File: src/rtl/hazard_stall_unit_pkg.sv
// Shared encodings for the pipeline hazard interlock: hazard classes, FSM states, register zero.
// Latency: n/a (types and pure functions only); backpressure: n/a.
package pipeline_pkg;

    localparam logic [4:0] REG_ZERO = 5'd0;

    typedef enum logic [2:0] {
        HZ_NONE     = 3'd0,
        HZ_LOAD_USE = 3'd1,
        HZ_BR_ALU   = 3'd2,
        HZ_BR_MEM   = 3'd3,
        HZ_BR_LOAD  = 3'd4
    } hz_class_e;

    typedef enum logic {
        ST_RUN  = 1'b0,
        ST_HOLD = 1'b1
    } state_e;

    // Register zero never carries a dependency; unused source fields are masked
    // before the compare so garbage in them cannot raise a hazard.
    function automatic logic reg_match(
        input logic [4:0] r,
        input logic [4:0] rs,
        input logic       uses_rs,
        input logic [4:0] rt,
        input logic       uses_rt
    );
        return (r != REG_ZERO) && ((uses_rs && (r == rs)) || (uses_rt && (r == rt)));
    endfunction

endpackage

File: src/rtl/hazard_stall_unit_if.sv
// Pipeline-to-interlock signal bundle; master is the pipeline, slave is the hazard unit.
// Latency: n/a (wiring only); backpressure: none, the unit answers combinationally.
interface hazard_stall_unit_if #(
    parameter int CNT_W = 16
);
    logic [4:0]       ID_rs;
    logic [4:0]       ID_rt;
    logic             ID_usesRs;
    logic             ID_usesRt;
    logic             ID_isBranch;
    logic             branchTaken;
    logic             ID_EX_memRead;
    logic             ID_EX_regWrite;
    logic [4:0]       ID_EX_writeReg;
    logic             EX_MEM_memRead;
    logic [4:0]       EX_MEM_writeReg;
    logic             PC_write;
    logic             IF_ID_write;
    logic             ID_EX_bubble;
    logic             IF_ID_flush;
    logic [CNT_W-1:0] stall_cycles;
    logic [CNT_W-1:0] flush_count;

    modport master (
        output ID_rs, ID_rt, ID_usesRs, ID_usesRt, ID_isBranch, branchTaken,
               ID_EX_memRead, ID_EX_regWrite, ID_EX_writeReg,
               EX_MEM_memRead, EX_MEM_writeReg,
        input  PC_write, IF_ID_write, ID_EX_bubble, IF_ID_flush,
               stall_cycles, flush_count
    );

    modport slave (
        input  ID_rs, ID_rt, ID_usesRs, ID_usesRt, ID_isBranch, branchTaken,
               ID_EX_memRead, ID_EX_regWrite, ID_EX_writeReg,
               EX_MEM_memRead, EX_MEM_writeReg,
        output PC_write, IF_ID_write, ID_EX_bubble, IF_ID_flush,
               stall_cycles, flush_count
    );

endinterface

File: src/rtl/hazard_stall_unit_hazard_detect.sv
// Classifies the ID-stage hazard that forwarding cannot cover and reports its stall length.
// Latency: 0 (purely combinational); backpressure: none.
module hazard_detect
    import pipeline_pkg::*;
#(
    parameter int BR_LOAD_STALLS = 2
) (
    input  logic [4:0] id_rs,
    input  logic [4:0] id_rt,
    input  logic       id_uses_rs,
    input  logic       id_uses_rt,
    input  logic       id_is_branch,
    input  logic       ex_mem_read,
    input  logic       ex_reg_write,
    input  logic [4:0] ex_write_reg,
    input  logic       mem_mem_read,
    input  logic [4:0] mem_write_reg,
    output hz_class_e  hz_class,
    output logic [1:0] hz_stalls
);

    localparam logic [1:0] BR_LOAD_N = 2'(BR_LOAD_STALLS);

    logic ex_match;
    logic mem_match;

    always_comb begin
        ex_match  = reg_match(ex_write_reg, id_rs, id_uses_rs, id_rt, id_uses_rt);
        mem_match = reg_match(mem_write_reg, id_rs, id_uses_rs, id_rt, id_uses_rt);
        hz_class  = HZ_NONE;
        hz_stalls = 2'd0;
        // Branches compare in ID, so a load in EX needs the longest wait.
        if (id_is_branch && ex_mem_read && ex_match) begin
            hz_class  = HZ_BR_LOAD;
            hz_stalls = BR_LOAD_N;
        end else if (!id_is_branch && ex_mem_read && ex_match) begin
            hz_class  = HZ_LOAD_USE;
            hz_stalls = 2'd1;
        end else if (id_is_branch && ex_reg_write && !ex_mem_read && ex_match) begin
            hz_class  = HZ_BR_ALU;
            hz_stalls = 2'd1;
        end else if (id_is_branch && mem_mem_read && mem_match) begin
            hz_class  = HZ_BR_MEM;
            hz_stalls = 2'd1;
        end
    end

endmodule

File: src/rtl/hazard_stall_unit.sv
// Pipeline interlock: freezes PC/IF-ID, bubbles ID/EX, flushes on taken branches, counts both.
// Latency: 0 for the first stall cycle, multi-cycle stalls held by FSM; backpressure: drives it.
module hazard_stall_unit
    import pipeline_pkg::*;
#(
    parameter int CNT_W          = 16,
    parameter int BR_LOAD_STALLS = 2
) (
    input  logic                clk,
    input  logic                rst_n,
    hazard_stall_unit_if.slave  bus
);

    hz_class_e        hz_class;
    logic [1:0]       hz_stalls;
    state_e           state_q, state_d;
    logic [1:0]       rem_q, rem_d;
    logic [CNT_W-1:0] stall_cycles_q, stall_cycles_d;
    logic [CNT_W-1:0] flush_count_q, flush_count_d;
    logic             stall;
    logic             flush;

    hazard_detect #(
        .BR_LOAD_STALLS (BR_LOAD_STALLS)
    ) u_detect (
        .id_rs         (bus.ID_rs),
        .id_rt         (bus.ID_rt),
        .id_uses_rs    (bus.ID_usesRs),
        .id_uses_rt    (bus.ID_usesRt),
        .id_is_branch  (bus.ID_isBranch),
        .ex_mem_read   (bus.ID_EX_memRead),
        .ex_reg_write  (bus.ID_EX_regWrite),
        .ex_write_reg  (bus.ID_EX_writeReg),
        .mem_mem_read  (bus.EX_MEM_memRead),
        .mem_write_reg (bus.EX_MEM_writeReg),
        .hz_class      (hz_class),
        .hz_stalls     (hz_stalls)
    );

    always_comb begin
        // In HOLD the remaining count alone decides; fresh detection is ignored.
        stall = (state_q == ST_HOLD) || (hz_class != HZ_NONE);
        flush = bus.branchTaken && !stall;
        if (!rst_n) begin
            stall = 1'b0;
            flush = 1'b0;
        end

        state_d = state_q;
        rem_d   = rem_q;
        case (state_q)
            ST_RUN: begin
                if ((hz_class != HZ_NONE) && (hz_stalls > 2'd1)) begin
                    state_d = ST_HOLD;
                    rem_d   = hz_stalls - 2'd1;
                end
            end
            ST_HOLD: begin
                rem_d = rem_q - 2'd1;
                if (rem_q <= 2'd1) begin
                    state_d = ST_RUN;
                    rem_d   = 2'd0;
                end
            end
            default: begin
                state_d = ST_RUN;
                rem_d   = 2'd0;
            end
        endcase

        stall_cycles_d = stall_cycles_q;
        if (stall && (stall_cycles_q != {CNT_W{1'b1}}))
            stall_cycles_d = stall_cycles_q + CNT_W'(1);
        flush_count_d = flush_count_q;
        if (flush && (flush_count_q != {CNT_W{1'b1}}))
            flush_count_d = flush_count_q + CNT_W'(1);
    end

    always_ff @(posedge clk) begin
        if (!rst_n) begin
            state_q        <= ST_RUN;
            rem_q          <= 2'd0;
            stall_cycles_q <= '0;
            flush_count_q  <= '0;
        end else begin
            state_q        <= state_d;
            rem_q          <= rem_d;
            stall_cycles_q <= stall_cycles_d;
            flush_count_q  <= flush_count_d;
        end
    end

    assign bus.PC_write     = !stall;
    assign bus.IF_ID_write  = !stall;
    assign bus.ID_EX_bubble = stall;
    assign bus.IF_ID_flush  = flush;
    assign bus.stall_cycles = stall_cycles_q;
    assign bus.flush_count  = flush_count_q;

endmodule

File: src/flat_wrapper.sv
// flat-port wrapper written by rule: the top's interface ports become plain ports
module hazard_stall_unit_flat import pipeline_pkg::*;
#(
    parameter int CNT_W          = 16,
    parameter int BR_LOAD_STALLS = 2
)
  (clk, rst_n, bus_ID_rs, bus_ID_rt, bus_ID_usesRs, bus_ID_usesRt, bus_ID_isBranch, bus_branchTaken, bus_ID_EX_memRead, bus_ID_EX_regWrite, bus_ID_EX_writeReg, bus_EX_MEM_memRead, bus_EX_MEM_writeReg, bus_PC_write, bus_IF_ID_write, bus_ID_EX_bubble, bus_IF_ID_flush, bus_stall_cycles, bus_flush_count);
  hazard_stall_unit_if #(.CNT_W(CNT_W)) bus_i ();
  input  logic clk;
  input  logic rst_n;
  input wire logic [$bits(bus_i.ID_rs)-1:0] bus_ID_rs;
  input wire logic [$bits(bus_i.ID_rt)-1:0] bus_ID_rt;
  input wire logic [$bits(bus_i.ID_usesRs)-1:0] bus_ID_usesRs;
  input wire logic [$bits(bus_i.ID_usesRt)-1:0] bus_ID_usesRt;
  input wire logic [$bits(bus_i.ID_isBranch)-1:0] bus_ID_isBranch;
  input wire logic [$bits(bus_i.branchTaken)-1:0] bus_branchTaken;
  input wire logic [$bits(bus_i.ID_EX_memRead)-1:0] bus_ID_EX_memRead;
  input wire logic [$bits(bus_i.ID_EX_regWrite)-1:0] bus_ID_EX_regWrite;
  input wire logic [$bits(bus_i.ID_EX_writeReg)-1:0] bus_ID_EX_writeReg;
  input wire logic [$bits(bus_i.EX_MEM_memRead)-1:0] bus_EX_MEM_memRead;
  input wire logic [$bits(bus_i.EX_MEM_writeReg)-1:0] bus_EX_MEM_writeReg;
  output wire logic [$bits(bus_i.PC_write)-1:0] bus_PC_write;
  output wire logic [$bits(bus_i.IF_ID_write)-1:0] bus_IF_ID_write;
  output wire logic [$bits(bus_i.ID_EX_bubble)-1:0] bus_ID_EX_bubble;
  output wire logic [$bits(bus_i.IF_ID_flush)-1:0] bus_IF_ID_flush;
  output wire logic [$bits(bus_i.stall_cycles)-1:0] bus_stall_cycles;
  output wire logic [$bits(bus_i.flush_count)-1:0] bus_flush_count;
  assign bus_i.ID_rs = bus_ID_rs;
  assign bus_i.ID_rt = bus_ID_rt;
  assign bus_i.ID_usesRs = bus_ID_usesRs;
  assign bus_i.ID_usesRt = bus_ID_usesRt;
  assign bus_i.ID_isBranch = bus_ID_isBranch;
  assign bus_i.branchTaken = bus_branchTaken;
  assign bus_i.ID_EX_memRead = bus_ID_EX_memRead;
  assign bus_i.ID_EX_regWrite = bus_ID_EX_regWrite;
  assign bus_i.ID_EX_writeReg = bus_ID_EX_writeReg;
  assign bus_i.EX_MEM_memRead = bus_EX_MEM_memRead;
  assign bus_i.EX_MEM_writeReg = bus_EX_MEM_writeReg;
  assign bus_PC_write = bus_i.PC_write;
  assign bus_IF_ID_write = bus_i.IF_ID_write;
  assign bus_ID_EX_bubble = bus_i.ID_EX_bubble;
  assign bus_IF_ID_flush = bus_i.IF_ID_flush;
  assign bus_stall_cycles = bus_i.stall_cycles;
  assign bus_flush_count = bus_i.flush_count;
  hazard_stall_unit #(.CNT_W(CNT_W), .BR_LOAD_STALLS(BR_LOAD_STALLS)) u_core (.clk(clk), .rst_n(rst_n), .bus(bus_i));
endmodule
File: config.mk
export PLATFORM = sky130hd
export DESIGN_NAME = hazard_stall_unit_flat
export DESIGN_NICKNAME = d
export VERILOG_FILES = /design/src/rtl/hazard_stall_unit_pkg.sv /design/src/rtl/hazard_stall_unit_if.sv /design/src/rtl/hazard_stall_unit_hazard_detect.sv /design/src/rtl/hazard_stall_unit.sv /design/src/flat_wrapper.sv
export SDC_FILE = /design/constraint.sdc
export NUM_CORES = 1
export LEC_CHECK = 0
export BUFFER_PORTS_ARGS = -buffer_cell sky130_fd_sc_hd__buf_2
export CORE_ASPECT_RATIO = 1.2
export CORE_MARGIN = 2
export CORE_UTILIZATION = 46
export CTS_CLUSTER_SIZE = 30
export DETAILED_ROUTE_END_ITERATION = 8
export MAX_ROUTING_LAYER = met4
export PLACE_DENSITY = 0.76
export SKIP_LAST_GASP = 1
export SLEW_MARGIN = 20
export SYNTH_ARGS = -nofsm -noshare
export SYNTH_HDL_FRONTEND = slang
export SYNTH_SLANG_ARGS = --single-unit
File: constraint.sdc
create_clock -name clk -period 2.2 [get_ports clk]
set_input_delay 0.55 -clock clk [delete_from_list [all_inputs] [get_ports clk]]
set_output_delay 0.55 -clock clk [all_outputs]
set_load 0.05 [all_outputs]
==> After elaboration in Yosys (flattened, before gate mapping) <==
Index checks and enable logic that the tools add are counted.
{ "classes": {"addsub": 4, "n_lt_le_gt_ge": 2, "n_eq_ne": 7, "muxes": 16, "bitwise_logic": 1, "n_reduce_logical": 29} }
{ "ops": {"columns": ["cell", "count"], "rows": [
  ["$add 16x1->16 const B", 2],
  ["$ne 16x16->1 const B", 2],
  ["$eq 5x5->1", 4],
  ["$logic_and 1x1->1", 19],
  ["$mux 2", 6],
  ["$reduce_bool 5->1", 2],
  ["$mux 1", 7],
  ["$logic_not 1->1", 4],
  ["$pmux 2 s2", 1],
  ["$sub 2x1->2 const B", 2],
  ["$logic_or 1x1->1", 3],
  ["$mux 3", 1],
  ["$reduce_bool 3->1", 1],
  ["$gt 2x1->1 const B", 1],
  ["$le 2x1->1 const B", 1],
  ["$ne 2x1->1 const B", 1],
  ["$pmux 1 s2", 1],
  ["$not 1->1", 1]
]} }
{ "totals": {"reg_bits": 35, "output_inout_bits": 36, "wordCells": 63} }

==> Depth between registers and ports, before layout <==
Gate-level depths: netlist (run 1).
{ "logic_depth": {"ltp_word": 15, "mapped_depth": 8} }

==> Cells and area by module <==
Synthesis (run 1) repeated with hierarchy kept, for this count alone.
{ "unflattened": {"cells_unflattened": 246, "hier_area_um2": 2089.5} }
{ "modules_own_cells": {"columns": ["mod", "instances", "cells_each", "area_each_um2", "seq_area_each_um2"], "rows": [
  ["hazard_stall_unit", 1, 201, 1749.2, 700.7],
  ["hazard_detect", 1, 45, 340.3, 0.0]
]} }

==> Worst setup path before layout (run 1) <==
No wires, ideal clock.
{ "synth_path": {"kind": "in2out", "startpoint": "input bus_EX_MEM_writeReg[1]", "endpoint": "output bus_ID_EX_bubble", "arrival_time_ps": 2340, "path_slack_ps": -690, "path_stages": 8, "path_cell_list": "xnor2_1 > nand4_1 > o22ai_1 > a41oi_4 > buf_2 > nand2_1 > nand2_1 > inv_1"} }
{ "synth_via": {"elab_chain_len": 12, "elab_cells_between_ends": 15} }
{ "synth_lines": {"columns": ["element", "line_no", "source"], "rows": [
  ["from (decl)", "flat_wrapper.sv:21", "input wire logic [$bits(bus_i.EX_MEM_writeReg)-1:0] bus_EX_MEM_writeReg;"],
  ["$eq 5x5->1", "hazard_stall_unit_pkg.sv:29", "return (r != REG_ZERO) && ((uses_rs && (r == rs)) || (uses_rt && (r == rt)));"],
  ["$logic_and 1x1->1", "hazard_stall_unit_pkg.sv:29", null],
  ["$logic_or 1x1->1", "hazard_stall_unit_pkg.sv:29", null],
  ["$logic_and 1x1->1 *", "hazard_stall_unit_pkg.sv:29", null],
  ["$logic_and 1x1->1 *", "hazard_stall_unit_hazard_detect.sv:42", "end else if (id_is_branch && mem_mem_read && mem_match) begin"],
  ["$mux 2 *", "hazard_stall_unit_hazard_detect.sv:42", null],
  ["$mux 2 *", "hazard_stall_unit_hazard_detect.sv:39", "end else if (id_is_branch && ex_reg_write && !ex_mem_read && ex_match) begin"],
  ["$mux 2 *", "hazard_stall_unit_hazard_detect.sv:36", "end else if (!id_is_branch && ex_mem_read && ex_match) begin"],
  ["$mux 3 *", "hazard_stall_unit_hazard_detect.sv:33", "if (id_is_branch && ex_mem_read && ex_match) begin"],
  ["$reduce_bool 3->1 *", "hazard_stall_unit.sv:42", "stall = (state_q == ST_HOLD) || (hz_class != HZ_NONE);"],
  ["$logic_or 1x1->1 *", "hazard_stall_unit.sv:42", null],
  ["$mux 1 *", "hazard_stall_unit.sv:44", "if (!rst_n) begin"],
  ["to (decl)", "flat_wrapper.sv:24", "output wire logic [$bits(bus_i.ID_EX_bubble)-1:0] bus_ID_EX_bubble;"]
]} }
Every way passes the cells marked *; elsewhere a longest branch is shown, timed or not.

==> Worst setup path in the final report (run 1) <==
{ "layout_path": {"startpoint": "input bus_ID_EX_writeReg[1]", "endpoint": "output bus_ID_EX_bubble"} }
{ "layout_via": {"elab_chain_len": 11, "elab_cells_between_ends": 16} }
{ "layout_lines": {"columns": ["element", "line_no", "source"], "rows": [
  ["from (decl)", "flat_wrapper.sv:19", "input wire logic [$bits(bus_i.ID_EX_writeReg)-1:0] bus_ID_EX_writeReg;"],
  ["$eq 5x5->1", "hazard_stall_unit_pkg.sv:29", null],
  ["$logic_and 1x1->1", "hazard_stall_unit_pkg.sv:29", null],
  ["$logic_or 1x1->1", "hazard_stall_unit_pkg.sv:29", null],
  ["$logic_and 1x1->1 *", "hazard_stall_unit_pkg.sv:29", null],
  ["$logic_and 1x1->1", "hazard_stall_unit_hazard_detect.sv:39", null],
  ["$mux 2", "hazard_stall_unit_hazard_detect.sv:39", null],
  ["$mux 2", "hazard_stall_unit_hazard_detect.sv:36", null],
  ["$mux 3 *", "hazard_stall_unit_hazard_detect.sv:33", null],
  ["$reduce_bool 3->1 *", "hazard_stall_unit.sv:42", null],
  ["$logic_or 1x1->1 *", "hazard_stall_unit.sv:42", null],
  ["$mux 1 *", "hazard_stall_unit.sv:44", null]
]} }
Marks and branches as above.

==> flow_metrics.tcl, run 1 <==
set metrics [dict create \
    final_hold_viol_count 0 \
    nFillCells 344 \
    synth_nets 263 \
    yosysSeqAreaShare 0.345 \
    post-place-ws_ns -0.267 \
    required_ns 1.65 \
    area_growth_pct 42.1 \
    path_max_fanout 3 \
    slew_violations 0 \
    synth_cells 232 \
    clk_pin_slew_ns 0.07 \
    fin_nets 345 \
    synth_cell_types 47 \
    p_leak_nw 1.19 \
    cp-start-kind "input pin" \
    arrival_ns 1.78 \
    synth_area_sq_um 2030 \
    grt_max_degree 19 \
    first_iter_violations 123 \
    min-delay-start "u_core.rem_q[1]$_SDFFE_PN0P_" \
    final-seq-area_sq_um 708 \
    tritoncts "built" \
    setup_ws_ns -0.130 \
    first_global_vias 1989 \
    fin_util 0.677 \
    crit_type "in2out" \
    ys_warn_count 0 \
    grt_first_pass_wirelength_microns 8980 \
    cts-root-buf "clkbuf_8" \
    viasPerCell 5.36 \
    failed_checks "setup timing" \
    hold_ws_ns 0.466 \
    drc 0 \
    track_usage 0.235 \
    relSlewSlack 0.644 \
    dr.pass1.iters 4 \
    cts_sinks 35 \
    hp-class "reg2reg" \
    multiInputGateArea_sq_um 1430 \
    start_util 0.477 \
    regToRegStartpoint "u_core.bus.flush_count[0]$_SDFFE_PN0P_" \
    port_buffers 64 \
    dp_hpwl_microns 3810 \
    skew_ns 0.00199 \
    final.setup.tns_ns -0.413 \
    vias 1990 \
    antenna_found_initial 0 \
    insertion_delay_ns 0.28 \
    cts_buffer_depth 2 \
    ios 65 \
    fmax_mhz 429 \
    dp.cells 363 \
    wl_per_cell_microns 14.3 \
    syn_avg_cell_area_sq_um 8.75 \
    async_flop_share 0 \
    final.period_utilization 1.06 \
    min_period_ns 2.33 \
    fp.dieW_microns 64.7 \
    synth_top_flop_cell "dfxtp_1" \
    max-vdd-ir-drop_uv 410 \
    hold_buffers 0 \
    power_density_nw_per_um2 456 \
    h-tree-depth 2 \
    rsz0062_at_grt "true" \
    drive_gt1_frac 0.400 \
    startpoint "bus_ID_EX_writeReg[1]" \
    numCtsBuffers 5 \
    n_antenna_cell 0 \
    drv_cap 0 \
    tightest_slew_ns 0.529 \
    die_h_microns 76.8 \
    finalSetupViolCount 4 \
    overflow 0 \
    synth_edf_count 0 \
    final_cell_count_no_fill 371 \
    endpoint_kind "output port" \
    routabilityCongestion 0.928 \
    rows 26 \
    die-area_sq_um 4960 \
    wirelength_microns 5310 \
    status "finished with violations" \
    ys_seq_elements 35 \
    core-area_sq_um 4260 \
    final_antenna_net_count 0 \
]
-- critical path: stages --
cell and delay, ns:
buf_2 0.14, xnor2_1 0.18, nand4_1 0.15, o22ai_2 0.25
nand3_4 0.14, nand2_8 0.12, nand2_8 0.05, clkinvlp_4 0.07
buf_8 0.13
-- synth_stat cells, drive strengths merged, types with 3 or more instances --
master  count  area [sq um]
mux2i       8          80.1
xor2        4          35.0
inv         6          22.5
nand3      11          72.6
nand3b      3          22.5
nor2       24          90.1
clkbuf      4          15.0
and2        6          40.0
nand2      25          93.8
a21bo       3          30.0
dfxtp      35           701
nand2b      4          25.0
a21oi      10          53.8
xnor2      31           272
o31ai       3          22.5
nand4      13          81.3
and3        6          37.5
a211oi      7          57.6
-- per-stage QoR --
| step | area (sq um) | total power [mW] |
|---|---|---|
| 4_1_cts | 2850 | 1.32 |
| 5_1_grt | 2890 | 1.38 |
| 3_3_place_gp | 2590 | 0.838 |
| 3_5_place_dp | 2590 | 0.841 |
| 6_report | 2890 | 1.32 |
| 2_1_floorplan | 2110 | 0.767 |
-- what timing repair did --
action | 4_1_cts | 5_1_grt
resized for setup | 39 | 9
endpoints found under the setup margin | 4 | 14
buffers inserted | 1 | 0
pin swaps | 15 | 8
-- layout by cell type, fill, tap and decap left out, types with 3 or more instances in the layout --
cell type / netlist / layout
dfxtp_1: 35 / 33
xor2_1: 4 / 4
a21bo_2: 3 / 3
buf_4: 1 / 18
nand3b_1: 3 / 3
nand2_1: 25 / 23
and2_1: 5 / 5
nor2_1: 24 / 22
nand2b_1: 4 / 4
buf_6: 0 / 10
buf_2: 1 / 48
a211oi_1: 6 / 5
and3_1: 6 / 6
inv_1: 6 / 5
xnor2_2: 0 / 7
xnor2_1: 31 / 23
mux2i_1: 8 / 8
nand3_1: 9 / 9
a21oi_1: 9 / 8
nand4_1: 13 / 13
buf_8: 0 / 4
clkbuf_8: 0 / 5
-- worst paths after layout --
check,depth (start not counted),slack (ns),endpoint
hold reg to reg,2,0.47,u_core.rem_q[1]$_SDFFE_PN0P_
hold / removal,2,0.47,u_core.rem_q[1]$_SDFFE_PN0P_
setup reg to reg,8,0.08,u_core.bus.flush_count[15]$_SDFFE_PN0P_
setup / recovery,9,-0.13,bus_ID_EX_bubble
-- cell type report --
class                      count  area share
sequential                    35       0.245
clock inverter                 1     0.00173
tap                           56      0.0243
inverter                       6     0.00910
timing repair buffer          81       0.197
clock buffer                   7      0.0264
multi-input combinational    185       0.496
-- registers in the layout (all words and copies together) (netlist names) --
name and count:
u_core.bus.flush_count 16, u_core.bus.stall_cycles 16, u_core.rem_q 2, u_core.state_q 1
-- where the power goes --
group / leakage (nW) / internal (mW) / switching [mW]
sequential: 0.284 / 0.637 / 0.00521
combinational: 0.867 / 0.110 / 0.118
clock: 0.0422 / 0.222 / 0.225
total: 1.19 / 0.969 / 0.348
-- kinds of logic after synthesis --
group,share of synthesized area
flops,0.345
compound gates,0.163
simple gates,0.264
xor+xnor,0.151
fa+ha+maj,0.0123
buf+inv,0.0246
mux,0.0394
-- metal layers --
| layer | part of all wire | track usage | up-vias | routed length (microns) |
|---|---|---|---|---|
| met5 | 0 | - | - | 0 |
| met4 | 0.017 | 0.0957 | 0 | 90 |
| met1 | 0.37 | 0.249 | 934 | 1990 |
| met3 | 0.044 | 0.0572 | 7 | 236 |
| met2 | 0.56 | 0.414 | 55 | 2990 |
| li1 | - | - | 994 | - |
(Power assumes the default switching activity.)
==> run 2, diff against run 1 <==
--- a/config.mk
+++ b/config.mk
@@ -7,12 +7,11 @@
 export LEC_CHECK = 0
 export BUFFER_PORTS_ARGS = -buffer_cell sky130_fd_sc_hd__buf_2
 export CORE_ASPECT_RATIO = 1.2
-export CORE_MARGIN = 2
-export CORE_UTILIZATION = 46
+export CORE_UTILIZATION = 51
 export CTS_CLUSTER_SIZE = 30
 export DETAILED_ROUTE_END_ITERATION = 8
 export MAX_ROUTING_LAYER = met4
-export PLACE_DENSITY = 0.76
+export PLACE_DENSITY = 0.8
 export SKIP_LAST_GASP = 1
 export SLEW_MARGIN = 20
 export SYNTH_ARGS = -nofsm -noshare
==> constraint.sdc (replaced) <==
create_clock -name clk -period 2.3 [get_ports clk]
set_input_delay 0.575 -clock clk [delete_from_list [all_inputs] [get_ports clk]]
set_output_delay 0.575 -clock clk [all_outputs]
set_load 0.05 [all_outputs]
==> run 2 against run 1 <==
Compared with the run above: the run still ends with setup timing left; register-to-register slack better by 0.04 ns; worst hold slack better by 0.012 ns; count of clock-buffer cells in the layout is 1 lower; final cell count fell by 2.2%; clock power increased by 29%; combinational power shrank 8.8%; critical path depth unchanged; critical endpoint unchanged; highest routed layer unchanged.
==> flow_metrics.tcl, run 2 (same netlist as run 1, synthesis figures left out) <==
set metrics [dict create \
    cp-start-kind "input pin" \
    cts_buffer_depth 2 \
    overflow 0 \
    first_iter_violations 40 \
    viasPerCell 5.49 \
    final.setup.tns_ns -0.298 \
    slew_violations 0 \
    crit_type "in2out" \
    numCtsBuffers 5 \
    relSlewSlack 0.641 \
    final_common_cell "buf_2" \
    die-area_sq_um 4240 \
    status "finished with violations" \
    final_area_sq_um 2830 \
    wl_per_cell_microns 14.8 \
    routabilityCongestion 0.754 \
    drive_gt1_frac 0.379 \
    failed_checks "setup timing" \
    skew_ns 0.00533 \
    antenna_found_initial 0 \
    critPathTopFamily "compound AO/OA/AOI/OAI gates" \
    rows 24 \
    track_usage 0.276 \
    power_density_nw_per_um2 495 \
    required_ns 1.73 \
    cpMostUsedCell "nand2_8" \
    min_period_ns 2.41 \
    post-place-ws_ns -0.187 \
    cts_sinks 35 \
    arrival_ns 1.84 \
    endpoint_kind "output port" \
    rsz0062_at_grt "true" \
    dr.pass1.iters 4 \
    fp.dieW_microns 59.6 \
    post_dp_cell_area_sq_um 2550 \
    drv_cap 0 \
    fin_nets 341 \
    cts-root-buf "clkbuf_8" \
    dp_hpwl_microns 3680 \
    clk_pin_slew_ns 0.07 \
    start_util 0.545 \
    die_h_microns 71.1 \
    core-area_sq_um 3720 \
    area_growth_pct 39.2 \
    final_antenna_net_count 0 \
    fin_util 0.759 \
    path_max_fanout 3 \
    drc 0 \
    hp-class "reg2reg" \
    total_power_mw 1.40 \
    grt_max_degree 19 \
    finalSetupViolCount 4 \
    first_global_vias 1944 \
    slowest_delay_ns 0.25 \
    tritoncts "built" \
    tightest_slew_ns 0.535 \
    n_antenna_cell 0 \
    port_buffers 64 \
    path_buf_inv 3 \
    final_hold_viol_count 0 \
    ios 65 \
    final.period_utilization 1.05 \
    layout_common_cells "buf_2, dfxtp_1, xnor2_1, nor2_1, nand2_1" \
    p_leak_nw 1.17 \
    grt_first_pass_wirelength_microns 8610 \
    slowest_stage "o22ai_2" \
    setup_ws_ns -0.115 \
    h-tree-depth 2 \
    fmax_mhz 414 \
    vias 1992 \
    wirelength_microns 5390 \
    max-vdd-ir-drop_uv 401 \
    insertion_delay_ns 0.29 \
    path_cells "buf_6 -> xnor2_4 -> nand4_1 -> o22ai_2 -> a41oi_4 -> nand2_8 -> nand2_8 -> clkinvlp_4 -> buf_8" \
]
==> run 2: changes by cell type in the layout (fill, tap and decap cells not counted), moves of 2 or more <==
cell	delta
buf_6	-4
clkbuf_1	-2
dfxtp_4	-2
dfxtp_2	+2
buf_2	+3
xnor2_2	-3
xnor2_1	+2
==> run 2: worst paths after layout <==
kind / from / end / slack [ns] / depth (start not counted)
max: bus_EX_MEM_writeReg[3] / bus_ID_EX_bubble / -0.11 / 9
max reg2reg: u_core.bus.flush_count[0]$_SDFFE_PN0P_ / u_core.bus.flush_count[13]$_SDFFE_PN0P_ / 0.12 / 8
min reg2reg: u_core.rem_q[0]$_SDFFE_PN0P_ / u_core.rem_q[1]$_SDFFE_PN0P_ / 0.48 / 2
min: u_core.rem_q[0]$_SDFFE_PN0P_ / u_core.rem_q[1]$_SDFFE_PN0P_ / 0.48 / 2
==> run 2: cell type report <==
type	instances	area (sq um)
clock buffers	6	82.6
repair buffers	77	495
clock inverters	2	35.0
inverters	6	26.3
well taps	52	65.1
multi-input cells	185	1420
flip-flops and latches	35	703
fillers	281	896
==> run 2: repair_timing <==
item / in CTS / in global routing
resized for setup: 26 / 7
hold buffers: 0 / 0
hold endpoints to repair: 0 / 0
buffers inserted: 1 / 1
endpoints found under the setup margin: 4 / 17
cloned: 0 / 0
pin swaps: 12 / 8
==> run 2: where the power goes <==
group,total [mW],internal [mW],leakage (nW),switching (mW)
logic,0.208,0.0942,0.829,0.114
registers,0.615,0.610,0.283,0.00431
clock network,0.577,0.351,0.0612,0.226
total,1.40,1.06,1.17,0.344
==> run 2: tightest hold or removal path, cell delays in order, from the launching register on <==
cell      delay [ns]
dfxtp_1         0.32
nand2_1         0.05
a211oi_1        0.06
==> run 2: per-stage QoR <==
stage          hold WS [ns]  instances
2_1_floorplan         0.439        232
3_3_place_gp          0.455        355
3_5_place_dp          0.462        355
4_1_cts               0.475        364
5_1_grt               0.495        363
6_report              0.478        363
==> run 2: layer usage <==
layer | vias to the layer above | wire (microns) | track usage
met1 | 927 | 2190 | 0.308
met5 | - | 0 | -
met4 | 0 | 178 | 0.134
li1 | 983 | - | -
met2 | 64 | 2740 | 0.458
met3 | 18 | 280 | 0.0585
